$ cat src/rtl/sprite_rom_arbiter_pkg.sv
// Shared constants and types for the sprite ROM arbiter and its clients.
// Combinational only: no latency, no backpressure.
// Requester ids name the overlay stages that share the sprite ROM.
package spritePkg;

    localparam int REQ_LADDER = 0;
    localparam int REQ_RAMP   = 1;
    localparam int REQ_DECOR  = 2;
    localparam int REQ_BARREL = 3;

    localparam int SPRITE_ADDR_W = 10;
    localparam int SPRITE_DATA_W = 12;
    localparam int SPRITE_ID_W   = 3;
    localparam int STAT_W        = 16;

    typedef struct packed {
        logic                     valid;
        logic [SPRITE_ID_W-1:0]   id;
        logic [SPRITE_DATA_W-1:0] data;
    } sprite_rsp_t;

endpackage

$ cat src/rtl/sprite_rom_arbiter_rr_pick.sv
// Round-robin priority picker: first set req at or above ptr, wrapping at N.
// Latency: purely combinational.
// Backpressure: none; gnt is all-zero when req is empty.
module rr_pick #(
    parameter int N  = 4,
    parameter int IW = $clog2(N)
) (
    input  logic [N-1:0]  req,
    input  logic [IW-1:0] ptr,
    output logic [N-1:0]  gnt,
    output logic [IW-1:0] idx
);

    localparam logic [IW:0] N_W = (IW+1)'(N);

    logic [IW:0] cand;
    logic        found;

    always_comb begin
        gnt   = '0;
        idx   = '0;
        found = 1'b0;
        cand  = '0;
        for (int k = 0; k < N; k++) begin
            // one extra bit so ptr+k never overflows before the wrap compare
            cand = {1'b0, ptr} + (IW+1)'(k);
            if (cand >= N_W) begin
                cand = cand - N_W;
            end
            if (!found && req[cand[IW-1:0]]) begin
                found               = 1'b1;
                gnt[cand[IW-1:0]]   = 1'b1;
                idx                 = cand[IW-1:0];
            end
        end
    end

endmodule

$ cat src/rtl/sprite_rom_arbiter.sv
// Round-robin share of one sync sprite ROM; SPRITE_ARB_STATS_EN adds grant counters.
// Latency: 1+ROM_LAT cycles from accept to rsp_valid, one access per cycle.
// Backpressure: requesters hold req/addr until gnt; responses cannot be stalled.
module sprite_rom_arbiter
    import spritePkg::*;
#(
    parameter int NUM_REQ = 4,
    parameter int ADDR_W  = SPRITE_ADDR_W,
    parameter int DATA_W  = SPRITE_DATA_W,
    parameter int ROM_LAT = 1
) (
    input  logic                         clk,
    input  logic                         rst_n,
    input  logic [NUM_REQ-1:0]           req,
    input  logic [NUM_REQ*ADDR_W-1:0]    req_addr,
    output logic [NUM_REQ-1:0]           gnt,
    output logic [ADDR_W-1:0]            rom_addr,
    input  logic [DATA_W-1:0]            rom_data,
    output logic                         rsp_valid,
    output logic [$clog2(NUM_REQ)-1:0]   rsp_id,
    output logic [DATA_W-1:0]            rsp_data,
    output logic                         busy
`ifdef SPRITE_ARB_STATS_EN
    ,
    input  logic                         frame_clr,
    output logic [NUM_REQ*STAT_W-1:0]    grant_cnt
`endif
);

    localparam int             IDW     = $clog2(NUM_REQ);
    localparam logic [IDW-1:0] LAST_ID = IDW'(NUM_REQ - 1);

    typedef struct packed {
        logic           vld;
        logic [IDW-1:0] id;
    } stage_t;

    logic [IDW-1:0]     rr_ptr;
    logic [IDW-1:0]     pick_idx;
    logic [NUM_REQ-1:0] pick_gnt;
    logic               accept;
    logic [ADDR_W-1:0]  win_addr;
    stage_t             stage_q [ROM_LAT];

    rr_pick #(
        .N  (NUM_REQ),
        .IW (IDW)
    ) u_pick (
        .req (req),
        .ptr (rr_ptr),
        .gnt (pick_gnt),
        .idx (pick_idx)
    );

    assign gnt      = rst_n ? pick_gnt : '0;
    assign accept   = |gnt;
    assign win_addr = req_addr[ADDR_W*int'(pick_idx) +: ADDR_W];

    // rom_addr only moves on an accept so the ROM bus stays quiet when idle
    always_ff @(posedge clk or negedge rst_n) begin
        if (!rst_n) begin
            rr_ptr   <= '0;
            rom_addr <= '0;
        end else if (accept) begin
            rom_addr <= win_addr;
            rr_ptr   <= (pick_idx == LAST_ID) ? '0 : pick_idx + IDW'(1);
        end
    end

    always_ff @(posedge clk or negedge rst_n) begin
        if (!rst_n) begin
            for (int s = 0; s < ROM_LAT; s++) begin
                stage_q[s] <= '0;
            end
        end else begin
            stage_q[0] <= {accept, pick_idx};
            for (int s = 1; s < ROM_LAT; s++) begin
                stage_q[s] <= stage_q[s-1];
            end
        end
    end

    always_ff @(posedge clk or negedge rst_n) begin
        if (!rst_n) begin
            rsp_valid <= 1'b0;
            rsp_id    <= '0;
            rsp_data  <= '0;
        end else begin
            rsp_valid <= stage_q[ROM_LAT-1].vld;
            if (stage_q[ROM_LAT-1].vld) begin
                rsp_id   <= stage_q[ROM_LAT-1].id;
                rsp_data <= rom_data;
            end
        end
    end

    always_comb begin
        busy = rsp_valid;
        for (int s = 0; s < ROM_LAT; s++) begin
            busy = busy | stage_q[s].vld;
        end
    end

`ifdef SPRITE_ARB_STATS_EN
    logic [STAT_W-1:0] cnt_q [NUM_REQ];

    // a clear coinciding with a grant counts that grant as the first of the frame
    always_ff @(posedge clk or negedge rst_n) begin
        if (!rst_n) begin
            for (int i = 0; i < NUM_REQ; i++) begin
                cnt_q[i] <= '0;
            end
        end else begin
            for (int i = 0; i < NUM_REQ; i++) begin
                if (frame_clr) begin
                    cnt_q[i] <= {{(STAT_W-1){1'b0}}, gnt[i]};
                end else if (gnt[i] && (cnt_q[i] != '1)) begin
                    cnt_q[i] <= cnt_q[i] + STAT_W'(1);
                end
            end
        end
    end

    for (genvar g = 0; g < NUM_REQ; g++) begin : g_cnt
        assign grant_cnt[g*STAT_W +: STAT_W] = cnt_q[g];
    end
`endif

endmodule

$ cat config.mk
export PLATFORM = sky130hd
export DESIGN_NAME = sprite_rom_arbiter
export DESIGN_NICKNAME = d
export VERILOG_FILES = /design/src/rtl/sprite_rom_arbiter_pkg.sv /design/src/rtl/sprite_rom_arbiter_rr_pick.sv /design/src/rtl/sprite_rom_arbiter.sv
export SDC_FILE = /design/constraint.sdc
export NUM_CORES = 1
export LEC_CHECK = 0
export CAP_MARGIN = 10
export CORE_ASPECT_RATIO = 1.75
export CORE_MARGIN = 2
export CORE_UTILIZATION = 35
export CTS_CLUSTER_SIZE = 16
export DETAILED_ROUTE_END_ITERATION = 6
export GPL_TIMING_DRIVEN = 0
export PLACE_DENSITY = 0.77
export SYNTH_ARGS = -nofsm -noshare
export SYNTH_HDL_FRONTEND = slang
export SYNTH_HIERARCHICAL = 1
export SYNTH_SLANG_ARGS = --single-unit
$ cat constraint.sdc
create_clock -name clk -period 5.6 [get_ports clk]
set_input_delay 1.68 -clock clk [delete_from_list [all_inputs] [get_ports clk]]
set_output_delay 1.68 -clock clk [all_outputs]
set_load 0.1 [all_outputs]
Yosys cells after proc, flatten, opt, wreduce, memory -nomap -nowiden
Cells that the tools add are included.
{ "totals": {"wordCells": 78, "regBits": 30} }
{ "classes": {"shifts": 1, "addsub": 8, "bitwise_logic": 4, "eq_ne": 1, "n_mux": 33, "mul": 1, "n_reduce_logical": 11, "n_lt_le_gt_ge": 12} }
{ "ops": {"columns": ["operator", "count"], "rows": [
  ["variable part select 40 x 7 -> 10 bit", 1],
  ["2-to-1 mux 4 bit", 5],
  ["2-to-1 mux 2 bit", 9],
  ["< comparator 2 x 3 -> 1 bit, second input constant", 4],
  ["OR 4 bit", 3],
  ["2-to-1 mux 1 bit", 11],
  [">= comparator 3 bit, second input constant", 3],
  ["binary-select mux 1 bit (select 2 bit)", 4],
  ["demux 1 bit (select 2 bit)", 4],
  [">= comparator 2 x 1 -> 1 bit, second input constant", 4],
  ["subtractor 2 x 1 -> 2 bit, second input constant", 4],
  ["logical AND 1 bit", 7],
  ["adder 2 x 2 -> 3 bit, second input constant", 2],
  ["multiplier 3 x 2 -> 5 bit, first input constant", 1],
  ["OR reduction 4 bit", 1],
  ["adder 2 x 1 -> 3 bit, second input constant", 1],
  [">= comparator 2 x 3 -> 1 bit, second input constant", 1],
  ["logical NOT 1 bit", 3],
  ["adder 2 x 1 -> 2 bit, second input constant", 1],
  ["equality test 2 bit, second input constant", 1],
  ["OR 1 bit", 1]
]} }

Longest topological paths before layout
Gate-level depths: netlist (run 1).
{ "depth": {"word_depth": 16, "ltp_mapped": 11} }

Modules after synthesis
Netlist (run 1), hierarchy kept.
{ "by_module_without_submodules": {"columns": ["mod", "seq_area_each_um2", "cells_per_inst", "area_each_um2", "n_inst"], "rows": [
  ["sprite_rom_arbiter", 750.7, 80, 1386.3, 1],
  ["rr_pick", 0.0, 65, 489.2, 1]
]} }

Least setup slack after synthesis (run 1)
OpenSTA, ideal clock, no wires.
{ "synth_timing": {"path_kind": "in2out", "start": "input req[0]", "end": "output gnt[1]", "slack_ps": 233, "required_time_ps": 3920, "path_buffers": 1, "t_arrival_ps": 3687, "cell_stages": 6, "cell_sequence": "clkbuf_2 > mux4_2 > or2_4 > nor2b_4 > a221o_2 > and2_1"} }
{ "synth_between": {"elab_chain_len": 13} }
{ "synth_lines": {"columns": ["element", "line_no", "source"], "rows": [
  ["start: declaration", "sprite_rom_arbiter.sv:14", "input logic [NUM_REQ-1:0] req,"],
  ["binary-select mux 1 bit (select 2 bit)", "sprite_rom_arbiter_rr_pick.sv:30", "if (!found && req[cand[IW-1:0]]) begin"],
  ["2-to-1 mux 1 bit (implied by the code)", "sprite_rom_arbiter_rr_pick.sv:30", null],
  ["2-to-1 mux 1 bit", "sprite_rom_arbiter_rr_pick.sv:30", null],
  ["logical NOT 1 bit", "sprite_rom_arbiter_rr_pick.sv:30", null],
  ["logical AND 1 bit", "sprite_rom_arbiter_rr_pick.sv:30", null],
  ["2-to-1 mux 1 bit", "sprite_rom_arbiter_rr_pick.sv:30", null],
  ["logical NOT 1 bit", "sprite_rom_arbiter_rr_pick.sv:30", null],
  ["logical AND 1 bit", "sprite_rom_arbiter_rr_pick.sv:30", null],
  ["2-to-1 mux 1 bit", "sprite_rom_arbiter_rr_pick.sv:30", null],
  ["logical NOT 1 bit", "sprite_rom_arbiter_rr_pick.sv:30", null],
  ["logical AND 1 bit", "sprite_rom_arbiter_rr_pick.sv:30", null],
  ["2-to-1 mux 4 bit (*)", "sprite_rom_arbiter_rr_pick.sv:30", null],
  ["named net pick_gnt[1]", "sprite_rom_arbiter.sv:40", "logic [NUM_REQ-1:0] pick_gnt;"],
  ["2-to-1 mux 4 bit (*)", "sprite_rom_arbiter.sv:55", "assign gnt = rst_n ? pick_gnt : '0;"],
  ["end: declaration", "sprite_rom_arbiter.sv:16", "output logic [NUM_REQ-1:0] gnt,"]
]} }
Mark *: on every way through the listed nets, which the timed path passes. The rest lies on a longest branch. The select of a mux whose other input is x is not followed.

Final worst setup path (run 1)
{ "layout_timing": {"start": "input req[1]", "end": "output gnt[1]"} }
The elaborated chain is that of the path after synthesis.

==> results of run 1 <==
==> final cells by class <==
cell class                 instances  area share [%]
clock buffer                       6            2.81
inverter                           4           0.511
multi-input combinational         99            35.3
sequential                        30            25.5
clock inverter                     1            1.02
tap                               55            2.34
buffer                            12            2.60
timing repair buffer              88            29.8
==> worst reg2reg max path: cells and delay by family, from the launching register on <==
kind            cells  cell delay [ns]
fa+ha+maj           1             0.42
simple gates        1             0.05
buf+inv             6             1.21
flops               1             0.45
mux                 3             1.05
compound gates      1             0.31
==> layer usage <==
metal	vias up	GRT usage (%)
met1	747	16.2
met4	0	5.94
met5	-	0
li1	729	-
met2	52	27.4
met3	4	2.57
==> sequential cells by signal, summed over array words and instances (netlist names) <==
name and count:
rsp_data 12, rsp_valid 1, rr_ptr 2, rom_addr 10, stage_q 3, rsp_id 2
==> what timing repair did <==
| action | 4_1_cts | 5_1_grt |
|---|---|---|
| pin swaps | 0 | 1 |
| hold buffers | 0 | 0 |
| buffers inserted | 0 | 3 |
| endpoints found under the setup margin | 4 | 4 |
| cloned | 0 | 0 |
| gates resized for setup | 25 | 6 |
==> through the flow <==
stage               utilization [%]  area, µm²
floorplan                         -       1880
global placement               53.6       2800
detailed placement             53.5       2790
CTS                            55.6       2900
global route                   56.4       2940
finish                         56.4       2940
==> worst max-delay path by stage <==
stage          cells after the start      to
4_1_cts                            8  gnt[2]
6_report                           9  gnt[1]
3_5_place_dp                       8  gnt[2]
3_3_place_gp                       8  gnt[2]
2_1_floorplan                      6  gnt[1]
5_1_grt                            9  gnt[1]
==> layout by cell type (no fill, tap or decap), types with 5 or more instances in the layout <==
cell,count
sky130_fd_sc_hd__o21ai_0,7
sky130_fd_sc_hd__clkdlybuf4s50_1,80
sky130_fd_sc_hd__ha_1,6
sky130_fd_sc_hd__mux4_2,12
sky130_fd_sc_hd__clkbuf_8,6
sky130_fd_sc_hd__dfrtp_1,30
sky130_fd_sc_hd__buf_6,6
sky130_fd_sc_hd__mux2_2,26
sky130_fd_sc_hd__buf_2,5
sky130_fd_sc_hd__nand2_1,10
==> cell families after synthesis <==
kind of cell,after synthesis,synth area share (%)
simple gates,30,9.01
buf+inv,16,4.87
compound gates,22,9.61
mux,41,32.5
fa+ha+maj,6,4.00
flops,30,40.0
==> run_summary.xml, run 1 <==
<?xml version="1.0" encoding="UTF-8"?>
<metrics>
  <group name="global_route">
    <metric name="vias_in_the_first_global_route" unit="">1441</metric>
    <metric name="grt_overflow" unit="">0</metric>
    <metric name="grt_max_degree" unit="">36</metric>
    <metric name="grt_util_all_layers" unit="%">14.9</metric>
    <metric name="antenna_violations_before_repair" unit="">0</metric>
    <metric name="grt_first_pass_wirelength" unit="mm">6.78</metric>
  </group>
  <group name="yosys">
    <metric name="yosys.cell_types.count" unit="">34</metric>
    <metric name="most_used_dff_post_synth" unit="">sky130_fd_sc_hd__dfrtp_1</metric>
    <metric name="ys_seq_elements" unit="">30</metric>
    <metric name="number_of_synthesis_warnings" unit="">6</metric>
    <metric name="synth_area_per_cell" unit="µm²">12.9</metric>
    <metric name="synthMostInstantiatedCell" unit="">sky130_fd_sc_hd__dfrtp_1</metric>
    <metric name="synth_enable_flop_cells" unit="">0</metric>
    <metric name="syn_nets" unit="">209</metric>
    <metric name="yosys_top_cell_area_share" unit="%">40.0</metric>
    <metric name="synth_top_cell_by_area" unit="">sky130_fd_sc_hd__dfrtp_1</metric>
    <metric name="synth_top_cells_by_area" unit="">sky130_fd_sc_hd__dfrtp_1 40%, sky130_fd_sc_hd__mux2_2 16%, sky130_fd_sc_hd__mux4_2 14%</metric>
    <metric name="synth-seq-area-share" unit="%">40.0</metric>
    <metric name="synthesis.instances" unit="">145</metric>
    <metric name="netlist_top_cells_count" unit="">30 x sky130_fd_sc_hd__dfrtp_1, 26 x sky130_fd_sc_hd__mux2_2, 12 x sky130_fd_sc_hd__mux4_2</metric>
    <metric name="async_flop_share" unit="%">100</metric>
    <metric name="syn_area" unit="µm²">1880</metric>
  </group>
  <group name="cts">
    <metric name="clk_transition_reported_paths" unit="ns">0.06</metric>
    <metric name="cts_root_buf" unit="">sky130_fd_sc_hd__clkbuf_8</metric>
    <metric name="numCtsBuffers" unit="">5</metric>
    <metric name="max-clock-path-buffers" unit="">2</metric>
    <metric name="cts.sinks" unit="">30</metric>
    <metric name="tritoncts_clock_tree" unit="">done</metric>
    <metric name="htree_levels" unit="">2</metric>
    <metric name="clock_insertion_delay_worst_skew" unit="ns">0.27</metric>
  </group>
  <group name="timing">
    <metric name="finalWorstPathRequiredPeriod" unit="ns">5.48</metric>
    <metric name="setup-tns-final" unit="ns">0</metric>
    <metric name="fin_ws" unit="ns">0.122</metric>
    <metric name="final.period_utilization" unit="%">97.8</metric>
    <metric name="timing_hold_violations_final" unit="">0</metric>
    <metric name="relSlewSlack" unit="%">32.6</metric>
    <metric name="maxSlewViolCount" unit="">0</metric>
    <metric name="whs" unit="ns">0.363</metric>
    <metric name="rsz_0062_raised_after_global_routing" unit="">false</metric>
    <metric name="finalSetupViolCount" unit="">0</metric>
    <metric name="tightestPinTransition" unit="ns">1.01</metric>
    <metric name="timing.fmax" unit="GHz">0.183</metric>
    <metric name="worst_clock_skew" unit="ns">0.00791</metric>
  </group>
  <group name="route">
    <metric name="first_iter_violations" unit="">26</metric>
    <metric name="top_layer" unit="">met4</metric>
    <metric name="wirelength_met1" unit="mm">1.60</metric>
    <metric name="vias" unit="">1532</metric>
    <metric name="wl_per_cell" unit="µm">15.2</metric>
    <metric name="routed-wl-met3" unit="µm">215</metric>
    <metric name="met2RoutedLength" unit="mm">2.62</metric>
    <metric name="wl" unit="mm">4.49</metric>
    <metric name="final_antenna_net_count" unit="">0</metric>
    <metric name="drt_pass1_iterations" unit="">4</metric>
    <metric name="drt_drc_violations_left" unit="">0</metric>
    <metric name="drt-vias-per-instance" unit="">5.19</metric>
  </group>
  <group name="final_layout">
    <metric name="finalNetCount" unit="">304</metric>
    <metric name="final-seq-area" unit="µm²">751</metric>
    <metric name="final_cells" unit="">295</metric>
    <metric name="syn_to_final_growth" unit="%">56.7</metric>
    <metric name="diodes" unit="">0</metric>
    <metric name="multi_input_comb_area" unit="µm²">1040</metric>
    <metric name="post_route_cells_drive_above_1_share" unit="%">30.4</metric>
    <metric name="nFillCells" unit="">453</metric>
  </group>
  <group name="floorplanning">
    <metric name="die_area" unit="µm²">5980</metric>
    <metric name="dieWidth" unit="µm">59.3</metric>
    <metric name="pin_count" unit="">88</metric>
    <metric name="die-height" unit="µm">101</metric>
    <metric name="placementRows" unit="">35</metric>
    <metric name="initial_core_utilization" unit="%">36.0</metric>
    <metric name="coreArea" unit="µm²">5210</metric>
  </group>
  <group name="critical_path">
    <metric name="timing.critical_path.slowest_cell_delay" unit="ns">0.48</metric>
    <metric name="maximum_fanout_along_the_worst_path" unit="">10</metric>
    <metric name="worst_setup_path_start_kind" unit="">primary input</metric>
    <metric name="worstSetupPathType" unit="">primary input to output pin</metric>
    <metric name="cell_by_cell_listing_of_the_critical_path" unit="">clkdlybuf4s50_1 -&gt; clkbuf_2 -&gt; and3b_1 -&gt; o21ai_0 -&gt; o31ai_2 -&gt; buf_4 -&gt; a221o_2 -&gt; and2_1 -&gt; buf_8</metric>
    <metric name="worst_path_max_delay_cell" unit="">sky130_fd_sc_hd__clkdlybuf4s50_1</metric>
    <metric name="worstPathArrival" unit="ns">3.80</metric>
    <metric name="end_kind" unit="">output pin</metric>
    <metric name="crit_buf_inv" unit="">4</metric>
    <metric name="timing.rr.start" unit="">rr_ptr[0]</metric>
    <metric name="ff2ff_setup_slack" unit="ns">1.99</metric>
    <metric name="crit_required" unit="ns">3.92</metric>
    <metric name="critPathTopFamily" unit="">buffers and inverters</metric>
    <metric name="rr_endpoint" unit="">rom_addr[8]</metric>
    <metric name="worst_r2r_path_depth" unit="">12</metric>
    <metric name="worst_setup_path_startpoint" unit="">req[1]</metric>
  </group>
  <group name="placed_design">
    <metric name="place.detailed.hpwl" unit="mm">3.58</metric>
    <metric name="port-buffer-count" unit="">85</metric>
    <metric name="gp_routability_congestion" unit="">0.839</metric>
    <metric name="numPlacedInstances" unit="">285</metric>
    <metric name="dp_worst_setup_slack" unit="ns">-0.869</metric>
  </group>
  <group name="hold_path">
    <metric name="holdPathEnd" unit="">rsp_valid</metric>
    <metric name="worstHoldPathCells" unit="">0</metric>
    <metric name="worst_hold_startpoint" unit="">stage_q[2]</metric>
    <metric name="timing.hold.worst.class" unit="">flip-flop to flip-flop</metric>
  </group>
  <group name="outcome">
    <metric name="status" unit="">completed</metric>
  </group>
  <group name="flow_run">
    <metric name="maxCapViolations" unit="">0</metric>
  </group>
</metrics>
Power of run 1 is left out: the tool's default activity adds up to more than one toggle a clock period on the data nets, which glitch-free logic cannot reach.
==> run 2: changes to the inputs <==
CORE_MARGIN = not set   (was 2)
DONT_BUFFER_PORTS = 1   (was not set)
PLACE_DENSITY = 0.56   (was 0.77)
==> run_summary.xml, run 2 (synthesis results as in run 1) <==
<?xml version="1.0" encoding="UTF-8"?>
<metrics>
  <group name="outcome">
    <metric name="status" unit="">complete, but fails checks</metric>
    <metric name="violated_checks" unit="">DRC</metric>
  </group>
  <group name="route">
    <metric name="vias" unit="">1247</metric>
    <metric name="drt_pass1_iterations" unit="">6</metric>
    <metric name="drt-vias-per-instance" unit="">6.02</metric>
    <metric name="drt_drc_violations_left" unit="">9</metric>
    <metric name="first_iter_violations" unit="">41</metric>
    <metric name="wl_per_cell" unit="µm">19.1</metric>
    <metric name="wl" unit="mm">3.96</metric>
    <metric name="final_antenna_net_count" unit="">0</metric>
  </group>
  <group name="timing">
    <metric name="timing_hold_violations_final" unit="">0</metric>
    <metric name="maxSlewViolCount" unit="">0</metric>
    <metric name="worst_clock_skew" unit="ns">0.00631</metric>
    <metric name="finalSetupViolCount" unit="">0</metric>
    <metric name="timing.fmax" unit="GHz">0.181</metric>
    <metric name="relSlewSlack" unit="%">36.2</metric>
    <metric name="finalWorstPathRequiredPeriod" unit="ns">5.51</metric>
    <metric name="tightestPinTransition" unit="ns">0.964</metric>
    <metric name="final.period_utilization" unit="%">98.4</metric>
    <metric name="rsz_0062_raised_after_global_routing" unit="">false</metric>
    <metric name="setup-tns-final" unit="ns">0</metric>
  </group>
  <group name="cts">
    <metric name="cts.sinks" unit="">30</metric>
    <metric name="cts_root_buf" unit="">sky130_fd_sc_hd__clkbuf_8</metric>
    <metric name="cts_resized" unit="">0</metric>
    <metric name="cts_setup_buffers" unit="">0</metric>
    <metric name="htree_levels" unit="">2</metric>
    <metric name="tritoncts_clock_tree" unit="">done</metric>
    <metric name="numCtsBuffers" unit="">5</metric>
    <metric name="post_cts_hold_buffer_count" unit="">0</metric>
    <metric name="clk_transition_reported_paths" unit="ns">0.07</metric>
    <metric name="max-clock-path-buffers" unit="">2</metric>
    <metric name="clock_insertion_delay_worst_skew" unit="ns">0.28</metric>
  </group>
  <group name="placed_design">
    <metric name="place.detailed.hpwl" unit="mm">3.18</metric>
    <metric name="port-buffer-count" unit="">0</metric>
    <metric name="gp_routability_congestion" unit="">0.770</metric>
    <metric name="post_placement_cell_area" unit="µm²">1940</metric>
  </group>
  <group name="global_route">
    <metric name="grt_overflow" unit="">0</metric>
    <metric name="grt_first_pass_wirelength" unit="mm">6.15</metric>
    <metric name="grt.busiest_layer" unit="">met2</metric>
    <metric name="vias_in_the_first_global_route" unit="">1352</metric>
    <metric name="global_route.usage.met2" unit="%">29.0</metric>
    <metric name="antenna_violations_before_repair" unit="">0</metric>
    <metric name="grt_use_met3" unit="%">3.41</metric>
    <metric name="grt_max_degree" unit="">36</metric>
    <metric name="grt_util_all_layers" unit="%">14.2</metric>
    <metric name="global_route.usage.met1" unit="%">12.6</metric>
  </group>
  <group name="critical_path">
    <metric name="timing.critical_path.slowest_cell_delay" unit="ns">0.77</metric>
    <metric name="worstPathArrival" unit="ns">3.83</metric>
    <metric name="worst_setup_path_startpoint" unit="">req[2]</metric>
    <metric name="timing.critical_path.depth" unit="">6</metric>
    <metric name="worst_r2r_path_depth" unit="">10</metric>
    <metric name="worstSetupPathType" unit="">primary input to output pin</metric>
    <metric name="maximum_fanout_along_the_worst_path" unit="">10</metric>
    <metric name="crit_end" unit="">gnt[1]</metric>
    <metric name="crit_required" unit="ns">3.92</metric>
    <metric name="worst_setup_path_start_kind" unit="">primary input</metric>
    <metric name="cell_by_cell_listing_of_the_critical_path" unit="">clkbuf_2 -&gt; mux4_2 -&gt; or2_4 -&gt; nor2b_4 -&gt; a221o_2 -&gt; and2_1</metric>
    <metric name="timing.rr.start" unit="">rr_ptr[0]</metric>
    <metric name="crit_buf_inv" unit="">1</metric>
    <metric name="ff2ff_setup_slack" unit="ns">2.07</metric>
    <metric name="worst_path_max_delay_cell" unit="">sky130_fd_sc_hd__and2_1</metric>
    <metric name="rr_endpoint" unit="">rom_addr[6]</metric>
    <metric name="end_kind" unit="">output pin</metric>
    <metric name="critPathTopFamily" unit="">simple AND/OR/NAND/NOR gates</metric>
  </group>
  <group name="floorplanning">
    <metric name="initial_core_utilization" unit="%">37.0</metric>
    <metric name="die-height" unit="µm">98.8</metric>
    <metric name="coreArea" unit="µm²">5060</metric>
    <metric name="placementRows" unit="">34</metric>
    <metric name="pin_count" unit="">88</metric>
    <metric name="dieWidth" unit="µm">57.3</metric>
    <metric name="die_area" unit="µm²">5670</metric>
  </group>
  <group name="hold_path">
    <metric name="timing.hold.worst.class" unit="">flip-flop to flip-flop</metric>
    <metric name="worstHoldPathCells" unit="">0</metric>
  </group>
  <group name="final_layout">
    <metric name="nFillCells" unit="">481</metric>
    <metric name="post_route_cells_drive_above_1_share" unit="%">42.5</metric>
    <metric name="finalNetCount" unit="">216</metric>
    <metric name="biggestRegsByFlops" unit="">rsp_data (12), rom_addr (10), stage_q (3)</metric>
    <metric name="flip_flop_count_of_the_largest_register_after_layout" unit="">12</metric>
    <metric name="fin_area" unit="µm²">2040</metric>
    <metric name="diodes" unit="">0</metric>
    <metric name="layout_commonest_cell" unit="">sky130_fd_sc_hd__dfrtp_1</metric>
    <metric name="syn_to_final_growth" unit="%">8.67</metric>
    <metric name="layout_common_cells" unit="">30 x sky130_fd_sc_hd__dfrtp_1, 26 x sky130_fd_sc_hd__mux2_2, 12 x sky130_fd_sc_hd__mux4_2</metric>
    <metric name="registers.top_by_ff_count" unit="">rsp_data</metric>
  </group>
  <group name="flow_run">
    <metric name="maxCapViolations" unit="">0</metric>
  </group>
</metrics>
run 2: per-layer routing:
metal  vias up  share of wire [%]
li1        553                  -
met4         0                2.1
met2        60                 59
met5         -                  0
met3         8                7.0
met1       626                 31
run 2: area by class of cell:
class,instances,area (µm²),share of cell area [%]
tap,54,67.6,3.31
buffer,12,76.3,3.74
inverter,4,15.0,0.737
multi-input combinational,99,1030,50.7
sequential,30,751,36.8
clock buffer,6,82.6,4.05
clock inverter,2,12.5,0.614
run 2: per-stage QoR:
stage                     utilization [%]  worst slack, ns  cells  hold WS, ns
after floorplan                         -            0.233    145        0.352
after global placement               38.4            0.120    199        0.359
after detailed placement             38.4           0.0848    199        0.372
after CTS                            40.3           0.0858    207        0.396
after global routing                 40.3           0.0165    207        0.398
final                                40.3           0.0886    207        0.390
run 2: worst min-delay path by stage:
| stage | to | slack, ns | start |
|---|---|---|---|
| 4_1_cts | rsp_valid | 0.40 | stage_q[2] |
| 3_3_place_gp | rsp_valid | 0.36 | stage_q[2] |
| 6_report | rsp_valid | 0.39 | stage_q[2] |
| 2_1_floorplan | rsp_valid | 0.35 | stage_q[2] |
| 5_1_grt | rsp_valid | 0.40 | stage_q[2] |
| 3_5_place_dp | rsp_valid | 0.37 | stage_q[2] |
Power of run 2 is left out for the same reason.
==> run 3: changes to the inputs <==
SLEW_MARGIN = 0   (was not set)
==> results of run 3 <==
The final DEF is identical to that of run 2; final timing and power are the same.
Power of run 3 is left out for the same reason.
